--- config.mk ---
export PLATFORM = sky130hd
export DESIGN_NAME = seq_booth_mac_flat
export DESIGN_NICKNAME = d
export VERILOG_FILES = /design/src/rtl/seq_mul_pkg.sv /design/src/rtl/seq_booth_mac_if.sv /design/src/rtl/seq_booth_mac_booth_step.sv /design/src/rtl/seq_booth_mac.sv /design/src/flat_wrapper.sv
export SDC_FILE = /design/constraint.sdc
export NUM_CORES = 1
export LEC_CHECK = 0
export ABC_CLOCK_PERIOD_IN_PS = 2400
export BUFFER_PORTS_ARGS = -buffer_cell sky130_fd_sc_hd__buf_2
export CORE_ASPECT_RATIO = 1.4
export CORE_MARGIN = 3
export CORE_UTILIZATION = 52
export DETAILED_ROUTE_END_ITERATION = 10
export HOLD_SLACK_MARGIN = 0.15
export PLACE_DENSITY = 0.79
export SYNTH_ARGS = -nofsm -noshare
export SYNTH_HDL_FRONTEND = slang
export SYNTH_SLANG_ARGS = --single-unit
--- constraint.sdc ---
create_clock -name clk -period 2.4 [get_ports clk]
set_clock_uncertainty 0.15 [all_clocks]
set_input_delay 0 -clock clk [delete_from_list [all_inputs] [get_ports clk]]
set_output_delay 0 -clock clk [all_outputs]
set_load 0.005 [all_outputs]
--- src/rtl/seq_mul_pkg.sv ---
// Shared types and helpers for the sequential Booth multiply / multiply-accumulate unit.
package seq_mul_pkg;

  typedef enum logic [1:0] {
    ST_IDLE = 2'd0,
    ST_BUSY = 2'd1,
    ST_DONE = 2'd2
  } state_t;

  typedef enum logic [1:0] {
    BOOTH_NONE = 2'd0,
    BOOTH_ADD  = 2'd1,
    BOOTH_SUB  = 2'd2
  } booth_op_t;

  // Pair is {current multiplier bit, previous multiplier bit}.
  function automatic booth_op_t booth_decode(input logic [1:0] pair);
    case (pair)
      2'b01:   return BOOTH_ADD;
      2'b10:   return BOOTH_SUB;
      default: return BOOTH_NONE;
    endcase
  endfunction

  // Bits needed for a counter that must reach the value 'steps'.
  function automatic int cnt_width(input int steps);
    return (steps < 2) ? 1 : $clog2(steps + 1);
  endfunction

endpackage

--- src/rtl/seq_booth_mac_if.sv ---
// Operand and result channels of seq_booth_mac.
// Handshake: a transfer happens on a rising clk edge where valid && ready are both high;
// the sender holds valid and its payload steady until that edge, ready never waits on valid.
interface seq_booth_mac_if #(
  parameter int WIDTH     = 8,
  parameter int ACC_WIDTH = 24
);
  logic                 in_valid;
  logic                 in_ready;
  logic [WIDTH-1:0]     a;
  logic [WIDTH-1:0]     b;
  logic                 mode;
  logic                 acc_clr;
  logic                 out_valid;
  logic                 out_ready;
  logic [ACC_WIDTH-1:0] out_data;
  logic                 overflow;

  modport master (
    output in_valid, a, b, mode, acc_clr, out_ready,
    input  in_ready, out_valid, out_data, overflow
  );

  modport slave (
    input  in_valid, a, b, mode, acc_clr, out_ready,
    output in_ready, out_valid, out_data, overflow
  );
endinterface

--- src/rtl/seq_booth_mac_booth_step.sv ---
// One radix-2 Booth iteration: conditional add/sub of the multiplicand into the upper
// half of the partial product, then an arithmetic right shift of the whole register.
module booth_step
  import seq_mul_pkg::*;
#(
  parameter int WIDTH = 8
) (
  input  logic [2*WIDTH:0] pp,
  input  logic [WIDTH-1:0] mcand,
  input  logic [1:0]       pair,
  output logic [2*WIDTH:0] pp_next
);

  logic [WIDTH:0] hi;
  logic [WIDTH:0] mc_ext;
  logic [WIDTH:0] hi_sum;

  // Upper half is one bit wider than the operand so that subtracting the most
  // negative multiplicand cannot overflow.
  always_comb begin
    hi     = pp[2*WIDTH:WIDTH];
    mc_ext = {mcand[WIDTH-1], mcand};
    hi_sum = hi;
    case (booth_decode(pair))
      BOOTH_ADD: hi_sum = hi + mc_ext;
      BOOTH_SUB: hi_sum = hi - mc_ext;
      default:   hi_sum = hi;
    endcase
    pp_next = {hi_sum[WIDTH], hi_sum, pp[WIDTH-1:1]};
  end

endmodule

--- src/rtl/seq_booth_mac.sv ---
// Sequential signed multiplier / MAC: one Booth step per cycle, a finalize cycle that
// accumulates (wrap or clamp), then the result is held until the consumer takes it.
module seq_booth_mac
  import seq_mul_pkg::*;
#(
  parameter int WIDTH     = 8,
  parameter int ACC_WIDTH = 24,
  parameter bit SATURATE  = 1'b0
) (
  input  logic                 clk,
  input  logic                 rst,
  seq_booth_mac_if.slave       bus,
  output state_t               dbg_state,
  output logic [ACC_WIDTH-1:0] dbg_acc
);

  localparam int CW = cnt_width(WIDTH);

  if (WIDTH < 2) begin : g_bad_width
    $error("seq_booth_mac: WIDTH must be at least 2");
  end
  if (ACC_WIDTH < 2*WIDTH) begin : g_bad_acc
    $error("seq_booth_mac: ACC_WIDTH must be at least 2*WIDTH");
  end

  state_t                 state, state_next;
  logic [CW-1:0]          cnt;
  logic [2*WIDTH:0]       pp;
  logic [2*WIDTH:0]       pp_next;
  logic                   q_m1;
  logic [WIDTH-1:0]       mcand;
  logic                   mode_r;
  logic [ACC_WIDTH-1:0]   acc;
  logic [ACC_WIDTH-1:0]   out_data_r;
  logic                   ovf_r;

  logic signed [2*WIDTH:0]  pp_s;
  logic signed [ACC_WIDTH:0] acc_ext, prod_ext, sum;
  logic [ACC_WIDTH-1:0]     result;
  logic                     result_ovf;
  logic                     last_step;

  booth_step #(.WIDTH(WIDTH)) u_step (
    .pp      (pp),
    .mcand   (mcand),
    .pair    ({pp[0], q_m1}),
    .pp_next (pp_next)
  );

  assign last_step = (cnt == CW'(WIDTH));

  always_ff @(posedge clk) begin
    if (rst) state <= ST_IDLE;
    else     state <= state_next;
  end

  always_comb begin
    state_next = state;
    case (state)
      ST_IDLE: if (bus.in_valid)  state_next = ST_BUSY;
      ST_BUSY: if (last_step)     state_next = ST_DONE;
      ST_DONE: if (bus.out_ready) state_next = ST_IDLE;
      default:                    state_next = ST_IDLE;
    endcase
  end

  // Sum is formed one bit wider than the accumulator so overflow is visible before clamping.
  always_comb begin
    pp_s       = $signed(pp);
    prod_ext   = (ACC_WIDTH+1)'(pp_s);
    acc_ext    = {acc[ACC_WIDTH-1], acc};
    sum        = acc_ext + prod_ext;
    result     = prod_ext[ACC_WIDTH-1:0];
    result_ovf = 1'b0;
    if (mode_r) begin
      result = sum[ACC_WIDTH-1:0];
      if (SATURATE && (sum[ACC_WIDTH] != sum[ACC_WIDTH-1])) begin
        result_ovf = 1'b1;
        result     = sum[ACC_WIDTH] ? {1'b1, {(ACC_WIDTH-1){1'b0}}}
                                    : {1'b0, {(ACC_WIDTH-1){1'b1}}};
      end
    end
  end

  always_ff @(posedge clk) begin
    if (rst) begin
      cnt        <= '0;
      pp         <= '0;
      q_m1       <= 1'b0;
      mcand      <= '0;
      mode_r     <= 1'b0;
      acc        <= '0;
      out_data_r <= '0;
      ovf_r      <= 1'b0;
    end else begin
      case (state)
        ST_IDLE: begin
          if (bus.in_valid) begin
            mcand  <= bus.a;
            pp     <= {{(WIDTH+1){1'b0}}, bus.b};
            q_m1   <= 1'b0;
            mode_r <= bus.mode;
            cnt    <= '0;
          end
        end
        ST_BUSY: begin
          if (last_step) begin
            out_data_r <= result;
            ovf_r      <= result_ovf;
            if (mode_r) acc <= result;
          end else begin
            pp   <= pp_next;
            q_m1 <= pp[0];
            cnt  <= cnt + CW'(1);
          end
        end
        default: ;
      endcase
      // A clear on the finalize edge wins over the accumulate write.
      if (bus.acc_clr) acc <= '0;
    end
  end

  assign bus.in_ready  = (state == ST_IDLE) && !rst;
  assign bus.out_valid = (state == ST_DONE);
  assign bus.out_data  = out_data_r;
  assign bus.overflow  = ovf_r;
  assign dbg_state     = state;
  assign dbg_acc       = acc;

endmodule

--- src/flat_wrapper.sv ---
// flat-port wrapper written by rule: the top's interface ports become plain ports
module seq_booth_mac_flat import seq_mul_pkg::*;
#(
  parameter int WIDTH     = 8,
  parameter int ACC_WIDTH = 24,
  parameter bit SATURATE  = 1'b0
)
  (clk, rst, dbg_state, dbg_acc, bus_in_valid, bus_a, bus_b, bus_mode, bus_acc_clr, bus_out_ready, bus_in_ready, bus_out_valid, bus_out_data, bus_overflow);
  seq_booth_mac_if #(.WIDTH(WIDTH), .ACC_WIDTH(ACC_WIDTH)) bus_i ();
  input  logic clk;
  input  logic rst;
  output state_t dbg_state;
  output logic [ACC_WIDTH-1:0] dbg_acc;
  input wire logic [$bits(bus_i.in_valid)-1:0] bus_in_valid;
  input wire logic [$bits(bus_i.a)-1:0] bus_a;
  input wire logic [$bits(bus_i.b)-1:0] bus_b;
  input wire logic [$bits(bus_i.mode)-1:0] bus_mode;
  input wire logic [$bits(bus_i.acc_clr)-1:0] bus_acc_clr;
  input wire logic [$bits(bus_i.out_ready)-1:0] bus_out_ready;
  output wire logic [$bits(bus_i.in_ready)-1:0] bus_in_ready;
  output wire logic [$bits(bus_i.out_valid)-1:0] bus_out_valid;
  output wire logic [$bits(bus_i.out_data)-1:0] bus_out_data;
  output wire logic [$bits(bus_i.overflow)-1:0] bus_overflow;
  assign bus_i.in_valid = bus_in_valid;
  assign bus_i.a = bus_a;
  assign bus_i.b = bus_b;
  assign bus_i.mode = bus_mode;
  assign bus_i.acc_clr = bus_acc_clr;
  assign bus_i.out_ready = bus_out_ready;
  assign bus_in_ready = bus_i.in_ready;
  assign bus_out_valid = bus_i.out_valid;
  assign bus_out_data = bus_i.out_data;
  assign bus_overflow = bus_i.overflow;
  seq_booth_mac #(.WIDTH(WIDTH), .ACC_WIDTH(ACC_WIDTH), .SATURATE(SATURATE)) u_core (.clk(clk), .rst(rst), .bus(bus_i), .dbg_state(dbg_state), .dbg_acc(dbg_acc));
endmodule
## Yosys cells after proc, flatten, opt, wreduce, memory -nomap -nowiden

Cells that the tools add are included.

- Reduce and logical (&&, ||, !) cells: 10
- Add/subtract/negate cells: 4
- Muxes and demuxes: 16
- Equal/unequal tests: 11

Operator list:

| operator | number |
|---|---|
| $mux 17 | 2 |
| $pmux 17 s2 | 1 |
| $add 24x17->24 | 1 |
| $mux 24 | 1 |
| $pmux 9 s2 | 1 |
| $add 9x9->9 | 1 |
| $reduce_and 3->1 | 3 |
| $sub 9x9->9 | 1 |
| $mux 4 | 2 |
| $pmux 4 s2 | 1 |
| $eq 2x1->1 const B | 3 |
| $eq 2x2->1 const B | 3 |
| $mux 2 | 3 |
| $ne 2x2->1 const B | 3 |
| $pmux 2 s3 | 1 |
| $add 4x1->4 const B | 1 |
| $eq 4x4->1 const B | 1 |
| $pmux 2 s2 | 1 |
| $reduce_and 2->1 | 2 |
| $logic_not 2->1 | 1 |
| $mux 1 | 2 |
| $ne 2x1->1 const B | 1 |
| $pmux 1 s2 | 1 |
| $reduce_bool 2->1 | 1 |
| other kinds (3) | 3 |

- Bits in registers: 81
- Logic and storage cells: 49

## Depth between registers and ports, before layout

Gate-level depths: netlist (run 1).

- Word-level depth: 6
- Gate-level depth with buffers: 13
- Mapped depth without buffers: 12

## By module

Synthesis (run 1) repeated with hierarchy kept, for this count alone.

- Cells, all modules: 658
- Area, all modules: 5333.9 um^2

By module, submodules not included:

| module | seq. area each (um^2) | area each (um^2) | instances | cells an instance |
|---|---|---|---|---|
| seq_booth_mac | 1621.6 | 4598.2 | 1 | 556 |
| booth_step | 0.0 | 735.7 | 1 | 102 |

## Worst setup path before layout (run 1)

OpenSTA, ideal clock, no wires.

- Path kind: flip-flop to flip-flop
- Start: register u_core.acc[0] (netlist: u_core.dbg_acc[0])
- End: register u_core.acc[20] (netlist: u_core.dbg_acc[20])
- Arrival time: 2392 ps
- Data required time: 2126 ps
- Path buffers: 0
- Cell stages (with the launch flop): 10
- Slack: -266 ps
- Library setup time: 124 ps
- Period minus slack after synthesis: 2666 ps
- Cells stage by stage: dfxtp_1 > ha_1 > fa_1 > a21o_1 > a221o_1 > a2111oi_2 > o41ai_1 > a31oi_1 > xor2_1 > o21ai_0

- Cells in the longest elaborated chain, start to end: 2

Ends and longest elaborated chain:

| item | RTL line | RTL |
|---|---|---|
| start: declaration | seq_booth_mac.sv:33 | `logic [ACC_WIDTH-1:0] acc;` |
| start signal: assignment | seq_booth_mac.sv:110 | `if (mode_r) acc <= result;` |
| $add 24x17->24 | seq_booth_mac.sv:72 | `sum = acc_ext + prod_ext;` |
| $mux 24 | seq_booth_mac.sv:75 | `if (mode_r) begin` |

Every way passes these cells.
A chain may end at the register's enable or synchronous reset.

## Final worst setup path (run 1)

- Start: register u_core.pp[0]
- End: register u_core.out_data_r[20] (netlist: u_core.bus.out_data[20])

- Cells in the longest elaborated chain, start to end: 2

Ends and longest elaborated chain:

| item | RTL line | RTL |
|---|---|---|
| start: declaration | seq_booth_mac.sv:28 | `logic [2*WIDTH:0] pp;` |
| start signal: assignment | seq_booth_mac.sv:100 | `pp <= {{(WIDTH+1){1'b0}}, bus.b};` |
| start signal: assignment | seq_booth_mac.sv:112 | `pp <= pp_next;` |
| $add 24x17->24 | seq_booth_mac.sv:72 |  |
| $mux 24 | seq_booth_mac.sv:75 |  |
| end signal: assignment | seq_booth_mac.sv:108 | `out_data_r <= result;` |
| end: declaration | seq_booth_mac.sv:34 | `logic [ACC_WIDTH-1:0] out_data_r;` |

Every way passes these cells.

==> results of run 1 <==
## timing repair
action	4_1_cts	5_1_grt
hold buffers	30	0
pin swaps	40	29
setup endpoints to repair	35	40
setup buffers	10	7
resized for setup	64	35
endpoints found under the hold margin	58	0
## logic make-up after synthesis
group	share of synthesized area, %
AOI/OAI and AO/OA	23.7
adders and majority gates	9.82
xor gates and xnor gates	5.40
DFF	32.9
other	0.0770
and+or+nand+nor	21.9
muxes	2.52
buffers and inverters	3.73
## path summary, 6_finish.rpt
kind                             endpoint  slack [ns]  cells after the start
hold reg to reg           u_core.mcand[1]        0.33                      2
setup reg to reg  u_core.bus.out_data[20]       -0.34                      9
hold / removal            u_core.mcand[1]        0.33                      2
setup / recovery  u_core.bus.out_data[20]       -0.34                      9
## cell usage in the layout (no fill, tap or decap), types with 8 or more instances in the layout
| master | instances |
|---|---|
| sky130_fd_sc_hd__xor2_1 | 8 |
| sky130_fd_sc_hd__buf_4 | 122 |
| sky130_fd_sc_hd__a211oi_1 | 14 |
| sky130_fd_sc_hd__mux2i_1 | 10 |
| sky130_fd_sc_hd__dfxtp_2 | 9 |
| sky130_fd_sc_hd__nand2_1 | 105 |
| sky130_fd_sc_hd__nand3_1 | 18 |
| sky130_fd_sc_hd__buf_2 | 73 |
| sky130_fd_sc_hd__ha_4 | 10 |
| sky130_fd_sc_hd__ha_1 | 24 |
| sky130_fd_sc_hd__dlygate4sd3_1 | 30 |
| sky130_fd_sc_hd__nor2_1 | 53 |
| sky130_fd_sc_hd__nor3_1 | 14 |
| sky130_fd_sc_hd__inv_1 | 12 |
| sky130_fd_sc_hd__xnor2_1 | 13 |
| sky130_fd_sc_hd__a21oi_1 | 67 |
| sky130_fd_sc_hd__clkbuf_16 | 9 |
| sky130_fd_sc_hd__dfxtp_1 | 70 |
| sky130_fd_sc_hd__a21oi_2 | 11 |
| sky130_fd_sc_hd__o21ai_0 | 25 |
## worst max-delay path, delay by kind of cell (launching register included)
family / cells / cell delay, ns
adder cells (fa/ha/maj): 2 / 0.52
flip-flops: 1 / 0.34
XOR/XNOR: 1 / 0.21
AO/OA/AOI/OAI: 6 / 1.38
## sequential cells by signal, summed over array words and instances (netlist names)
signal and flops:
u_core.mcand 8, u_core.cnt 4, u_core.dbg_acc 24, u_core.pp 16
u_core.bus.out_data 24, u_core.dbg_state 2, u_core.mode_r 1, u_core.q_m1 1
## Yosys cell counts (4+ instances only)
| master | count |
|---|---|
| sky130_fd_sc_hd__a21oi_1 | 77 |
| sky130_fd_sc_hd__nand2b_1 | 4 |
| sky130_fd_sc_hd__a21o_1 | 7 |
| sky130_fd_sc_hd__o21ai_0 | 36 |
| sky130_fd_sc_hd__inv_1 | 12 |
| sky130_fd_sc_hd__nor3_1 | 16 |
| sky130_fd_sc_hd__nor2b_1 | 6 |
| sky130_fd_sc_hd__o31ai_1 | 4 |
| sky130_fd_sc_hd__clkbuf_1 | 30 |
| sky130_fd_sc_hd__dfxtp_1 | 80 |
| sky130_fd_sc_hd__nor2_1 | 61 |
| sky130_fd_sc_hd__nand4_1 | 7 |
| sky130_fd_sc_hd__or3_1 | 5 |
| sky130_fd_sc_hd__a311oi_1 | 8 |
| sky130_fd_sc_hd__a211oi_1 | 17 |
| sky130_fd_sc_hd__xor2_1 | 9 |
| sky130_fd_sc_hd__o21a_1 | 5 |
| sky130_fd_sc_hd__mux2i_1 | 10 |
| sky130_fd_sc_hd__xnor2_1 | 21 |
| sky130_fd_sc_hd__nand2_1 | 106 |
| sky130_fd_sc_hd__nand3_1 | 18 |
| sky130_fd_sc_hd__and3_1 | 4 |
| sky130_fd_sc_hd__a31oi_1 | 6 |
| sky130_fd_sc_hd__ha_1 | 35 |
## final cells by class
class / count / area, µm² / share of cell area [%]
clock buffers: 15 / 298 / 4.09
multi-input cells: 505 / 3570 / 49.1
inverters: 12 / 45.0 / 0.619
clock inverters: 1 / 7.51 / 0.103
repair buffers: 227 / 1600 / 22.1
well taps: 107 / 134 / 1.84
flip-flops and latches: 80 / 1620 / 22.2
## per-layer routing
| layer | vias to the layer above | routed length [µm] | GRT usage (%) |
|---|---|---|---|
| li1 | 2666 | - | - |
| met1 | 2720 | 6710 | 37.8 |
| met2 | 292 | 9350 | 57.9 |
| met3 | 67 | 1120 | 4.36 |
| met4 | 0 | 765 | 16.8 |
| met5 | - | 0 | 0 |
## power by group through the flow
stage	clock (µW)	combinational, µW	sequential (µW)
after detailed placement	0	675	1420
after floorplan	0	429	1430
final	1410	923	1400
after CTS	1410	812	1400
after global routing	1470	989	1410
after global placement	0	648	1420
## per-stage QoR
stage               utilization, %  instances  cell area (µm²)  setup WS [ns]
floorplan                        -        632             4930         -0.189
global placement              67.2        885             6100         -0.255
detailed placement            67.2        885             6100         -0.281
CTS                           77.7        941             7060         -0.227
global route                  80.1        947             7270         -0.423
finish                        80.1        947             7270         -0.343
==> results.toml, run 1 <==
[run_status]
outcome = "complete, but fails checks"
failed_checks = "negative setup slack"

[pwr]
power.share.switching_pct = 29.0
power_frac_seq_pct = 37.5
p_total_uw = 3740
powerDensity_nw_per_um2 = 514
intPower_uw = 2660
power_frac_clock_pct = 37.8
total_leakage_power_uw = 0.00311
p_switching_uw = 1080
comb_power_share_pct = 24.7
ir_drop_mv = 0.440

[timing]
transition_at_the_pin_with_the_smallest_max_transition_slack_ns = 0.533
min_period_over_period_pct = 114
timing.fmax_ghz = 0.365
slew_violations = 0
finalSetupViolations = 35
max_slew_margin_pct = 64.5
setup-tns-final_ns = -4.22
unrepaired_setup_endpoints_after_global_routing = "yes"
hold_ws_ns = 0.326
report.final.hold_viol_count = 0
period_minus_slack_ns = 2.74
final_critical_path_setup_slack_ns = -0.343

[synth]
yosysTopAreaCell = "sky130_fd_sc_hd__dfxtp_1"
synthesized_instance_count = 632
asyncSetResetFlopFracSynth_pct = 0
yosys_register_bits = 80
synth_nets = 691
sequential_fraction_of_the_synthesis_area_pct = 32.9
number_of_synthesized_flops_with_an_enable_pin = 0
syn_area_per_cell_um2 = 7.70
synth.distinct_cells = 56
synth_top_cell_area_share_pct = 32.9
post_synth_instance_area_um2 = 4870
dominantRegCellSynth = "sky130_fd_sc_hd__dfxtp_1"
yosysWarningCount = 0
synth_top_cells_by_area = "sky130_fd_sc_hd__dfxtp_1, sky130_fd_sc_hd__ha_1, sky130_fd_sc_hd__nand2_1"

[critical_path]
required_time_worst_endpoint_ns = 2.46
slowest_stage = "sky130_fd_sc_hd__a2111oi_4"
crit-reg2reg-launch = "u_core.pp[0]"
setup.worst_path.class = "reg -> reg"
max_stage_delay_ns = 0.39
critPathLaunchType = "flop"
worst_setup_path_startpoint = "u_core.pp[0]"
cp_max_fo = 2
worstPathCellList = "ha_4 -> fa_2 -> a21o_1 -> a221o_1 -> a2111oi_4 -> o41ai_2 -> a31oi_1 -> xor2_1 -> a21oi_1"
end_kind = "flop"
timing.critical_path.arrival_ns = 2.81

[clocking]
tritoncts = "done"
root_buffer = "sky130_fd_sc_hd__clkbuf_16"
path_clk_slew_ns = 0.06
cts.sink_count = 80
clkLatencyLatePin_ns = 0.35
clock_buffer_count_from_cts = 9
htreeDepth = 3
cts_buffer_depth = 2

[flow_run]
drv.max_cap_violation_count = 0

[min_path]
min_path_type = "reg -> reg"
hold_path.startpoint = "u_core.mcand[1]"

[place]
gpl.final_weighted_congestion = 0.923
dp_hpwl_um = 11200
numPortBuffers = 73

[route]
routed_wirelength_um = 18000
vias_per_cell = 6.07
drc = 0
dr_total_vias = 5745
number_of_drc_markers_in_iteration_0 = 470
first_pass_iters = 7
routedWlPerCell_um = 19.0
drt.antenna.violating_nets = 0

[cells_and_area]
final_net_count = 894
post_route_cells_drive_above_1_share_pct = 35.7
syn_to_final_growth_pct = 49.4
antennaDiodeCount = 0
fillerInstances = 560

[die]
starting_density_of_the_core_pct = 53.6
die-area_um2 = 10600
io_pins = 75
floorplan.die.width_um = 87.8
die_h_um = 120
placementRows = 41
area_of_the_placeable_core_um2 = 9080

[global_route]
antenna_found_initial = 0
grt.overflow.total = 0
largest_net_degree_at_the_start_of_global_routing = 43
grt_pass1_wl_um = 26900
first_global_vias = 5520
groute.usage.overall_pct = 32.8
Note: power is estimated with default switching activity, not from simulation.
==> run 2, diff against run 1 <==
--- a/config.mk
+++ b/config.mk
@@ -5,14 +5,15 @@
 export SDC_FILE = /design/constraint.sdc
 export NUM_CORES = 1
 export LEC_CHECK = 0
-export ABC_CLOCK_PERIOD_IN_PS = 2400
+export ABC_CLOCK_PERIOD_IN_PS = 2800
 export BUFFER_PORTS_ARGS = -buffer_cell sky130_fd_sc_hd__buf_2
 export CORE_ASPECT_RATIO = 1.4
 export CORE_MARGIN = 3
-export CORE_UTILIZATION = 52
+export CORE_UTILIZATION = 55
 export DETAILED_ROUTE_END_ITERATION = 10
 export HOLD_SLACK_MARGIN = 0.15
-export PLACE_DENSITY = 0.79
+export PLACE_DENSITY = 0.8
+export SKIP_LAST_GASP = 1
 export SYNTH_ARGS = -nofsm -noshare
 export SYNTH_HDL_FRONTEND = slang
 export SYNTH_SLANG_ARGS = --single-unit
==> constraint.sdc (replaced) <==
create_clock -name clk -period 2.8 [get_ports clk]
set_clock_uncertainty 0.15 [all_clocks]
set_input_delay 0 -clock clk [delete_from_list [all_inputs] [get_ports clk]]
set_output_delay 0 -clock clk [all_outputs]
set_load 0.005 [all_outputs]
==> run 2 against run 1 <==
Net effect: the run still ends with negative setup slack left; core utilization decreased by 7.1 points; hold slack lost 0.0095 ns; critical path depth unchanged; critical path type unchanged; largest cell class unchanged; largest power group is now registers.
==> results.toml, run 2 (same netlist as run 1, synthesis figures left out) <==
[critical_path]
crit-reg2reg-launch = "u_core.pp[0]"
max_stage_delay_ns = 0.43
end_kind = "flop"
worstPathCellList = "ha_4 -> fa_2 -> a21o_1 -> a221o_1 -> a2111oi_4 -> o41ai_2 -> a31oi_1 -> xor2_1 -> o21ai_0"
ff2ff_setup_slack_ns = -0.008
setup.worst_path.class = "reg -> reg"
required_time_worst_endpoint_ns = 2.88
regToRegEndpoint = "u_core.dbg_acc[20]"
reg2reg_depth = 9
cp_max_fo = 3
timing.critical_path.arrival_ns = 2.89
critical-path-top-delay-family = "compound AO/OA/AOI/OAI gates"
cp_num_buf_inv = 0
slowest_stage = "sky130_fd_sc_hd__a2111oi_4"
critPathLaunchType = "flop"

[place]
dp_hpwl_um = 10000
gpl.final_weighted_congestion = 0.919
numPortBuffers = 73
pre_cts_slack_ns = -0.0165

[timing]
finalSetupViolations = 2
period_minus_slack_ns = 2.81
unrepaired_setup_endpoints_after_global_routing = "yes"
final_critical_path_setup_slack_ns = -0.00755
slew_violations = 0
max_slew_margin_pct = 53.8
min_period_over_period_pct = 100
transition_at_the_pin_with_the_smallest_max_transition_slack_ns = 0.690
report.final.hold_viol_count = 0
hold_ws_ns = 0.316
timing.fmax_ghz = 0.356

[die]
starting_density_of_the_core_pct = 56.5
die-area_um2 = 10000
placementRows = 40
area_of_the_placeable_core_um2 = 8610
floorplan.die.width_um = 85.5
die_h_um = 117
io_pins = 75

[cells_and_area]
post_route_cells_drive_above_1_share_pct = 20.8
final_net_count = 817
most-common-layout-cells = "sky130_fd_sc_hd__nand2_1, sky130_fd_sc_hd__a21oi_1, sky130_fd_sc_hd__buf_2, sky130_fd_sc_hd__dfxtp_1, sky130_fd_sc_hd__nor2_1"
fillerInstances = 676
syn_to_final_growth_pct = 29.1
antennaDiodeCount = 0
layout.cells.most_common = "sky130_fd_sc_hd__nand2_1"

[pwr]
comb_power_share_pct = 19.8
intPower_uw = 2030
power.share.switching_pct = 29.7
p_switching_uw = 860
power_frac_seq_pct = 41.6
ir_drop_mv = 0.419
powerDensity_nw_per_um2 = 461
total_leakage_power_uw = 0.00264
power_frac_clock_pct = 38.6

[min_path]
hold_path_depth = 4
min_path_type = "in -> reg"
hold_path.startpoint = "bus_out_ready"
hold-path-endpoint = "u_core.dbg_state[0]"

[run_status]
failed_checks = "negative setup slack"
outcome = "complete, but fails checks"

[clocking]
root_buffer = "sky130_fd_sc_hd__clkbuf_16"
path_clk_slew_ns = 0.07
cts.sink_count = 80
htreeDepth = 3
cts_buffer_depth = 2
clkLatencyLatePin_ns = 0.35
clock_buffer_count_from_cts = 9
tritoncts = "done"

[route]
drt.antenna.violating_nets = 0
drc = 0
routedWlPerCell_um = 17.1
vias_per_cell = 5.89
routed_wirelength_um = 14800
first_pass_iters = 5
dr_total_vias = 5115
number_of_drc_markers_in_iteration_0 = 331

[global_route]
grt_pass1_wl_um = 24000
largest_net_degree_at_the_start_of_global_routing = 52
grt.overflow.total = 0
groute.usage.overall_pct = 29.7
antenna_found_initial = 0
first_global_vias = 4956

[flow_run]
drv.max_cap_violation_count = 0
run 2: power groups by stage:
| stage | registers [µW] | logic, µW | clock network [µW] |
|---|---|---|---|
| after floorplan | 1220 | 364 | 0 |
| final | 1200 | 573 | 1120 |
| after CTS | 1200 | 549 | 1120 |
| after detailed placement | 1230 | 503 | 0 |
| after global routing | 1210 | 628 | 1180 |
| after global placement | 1220 | 484 | 0 |
run 2: worst max path at each step:
stage                                  from                      end  slack [ns]  cells after the start
after floorplan           u_core.dbg_acc[0]       u_core.dbg_acc[20]        0.13                      9
after global placement    u_core.dbg_acc[0]       u_core.dbg_acc[20]        0.02                      9
after detailed placement  u_core.dbg_acc[0]       u_core.dbg_acc[20]       -0.02                      9
after CTS                 u_core.dbg_acc[0]       u_core.dbg_acc[20]        0.02                      9
after global routing      u_core.dbg_acc[0]  u_core.bus.out_data[20]        -0.1                      9
final                          u_core.pp[0]       u_core.dbg_acc[20]      -0.008                      9
run 2: what timing repair did:
| item | 4_1_cts | 5_1_grt |
|---|---|---|
| hold buffers | 39 | 0 |
| setup endpoints to repair | 2 | 11 |
| gates resized for setup | 1 | 23 |
| endpoints found under the hold margin | 55 | 0 |
| setup buffers | 0 | 2 |
| pin swaps | 0 | 12 |
run 2: per-stage QoR:
stage / power [µW] / utilization [%] / cells / instance area [µm²] / TNS, ns
4_1_cts: 2870 / 71.8 / 866 / 6180 / 0
3_5_place_dp: 1730 / 63.9 / 811 / 5500 / -0.0238
5_1_grt: 3010 / 73.0 / 868 / 6280 / -0.269
3_3_place_gp: 1710 / 63.9 / 811 / 5500 / 0
6_report: 2890 / 73.0 / 868 / 6280 / -0.00824
2_1_floorplan: 1580 / - / 632 / 4870 / 0
run 2: area by class of cell:
class | count | area [µm²] | area share, %
multi-input combinational | 505 | 3180 | 50.6
sequential | 80 | 1610 | 25.6
timing repair buffer | 150 | 1040 | 16.6
clock buffer | 9 | 225 | 3.58
tap | 105 | 131 | 2.09
clock inverter | 7 | 51.3 | 0.816
inverter | 12 | 45.0 | 0.717
run 2: tightest hold or removal path, stage by stage:
cell	delay, ns
sky130_fd_sc_hd__dlygate4sd3_1	0.52
sky130_fd_sc_hd__buf_2	0.09
sky130_fd_sc_hd__nor2b_1	0.05
sky130_fd_sc_hd__nor3_1	0.11
run 2: routing by layer:
layer / track usage [%] / wire (µm) / vias up
met3: 4.22 / 723 / 41
met5: 0 / 0 / -
li1: - / - / 2508
met4: 13.5 / 472 / 0
met2: 50.8 / 7490 / 174
met1: 36.2 / 6120 / 2392
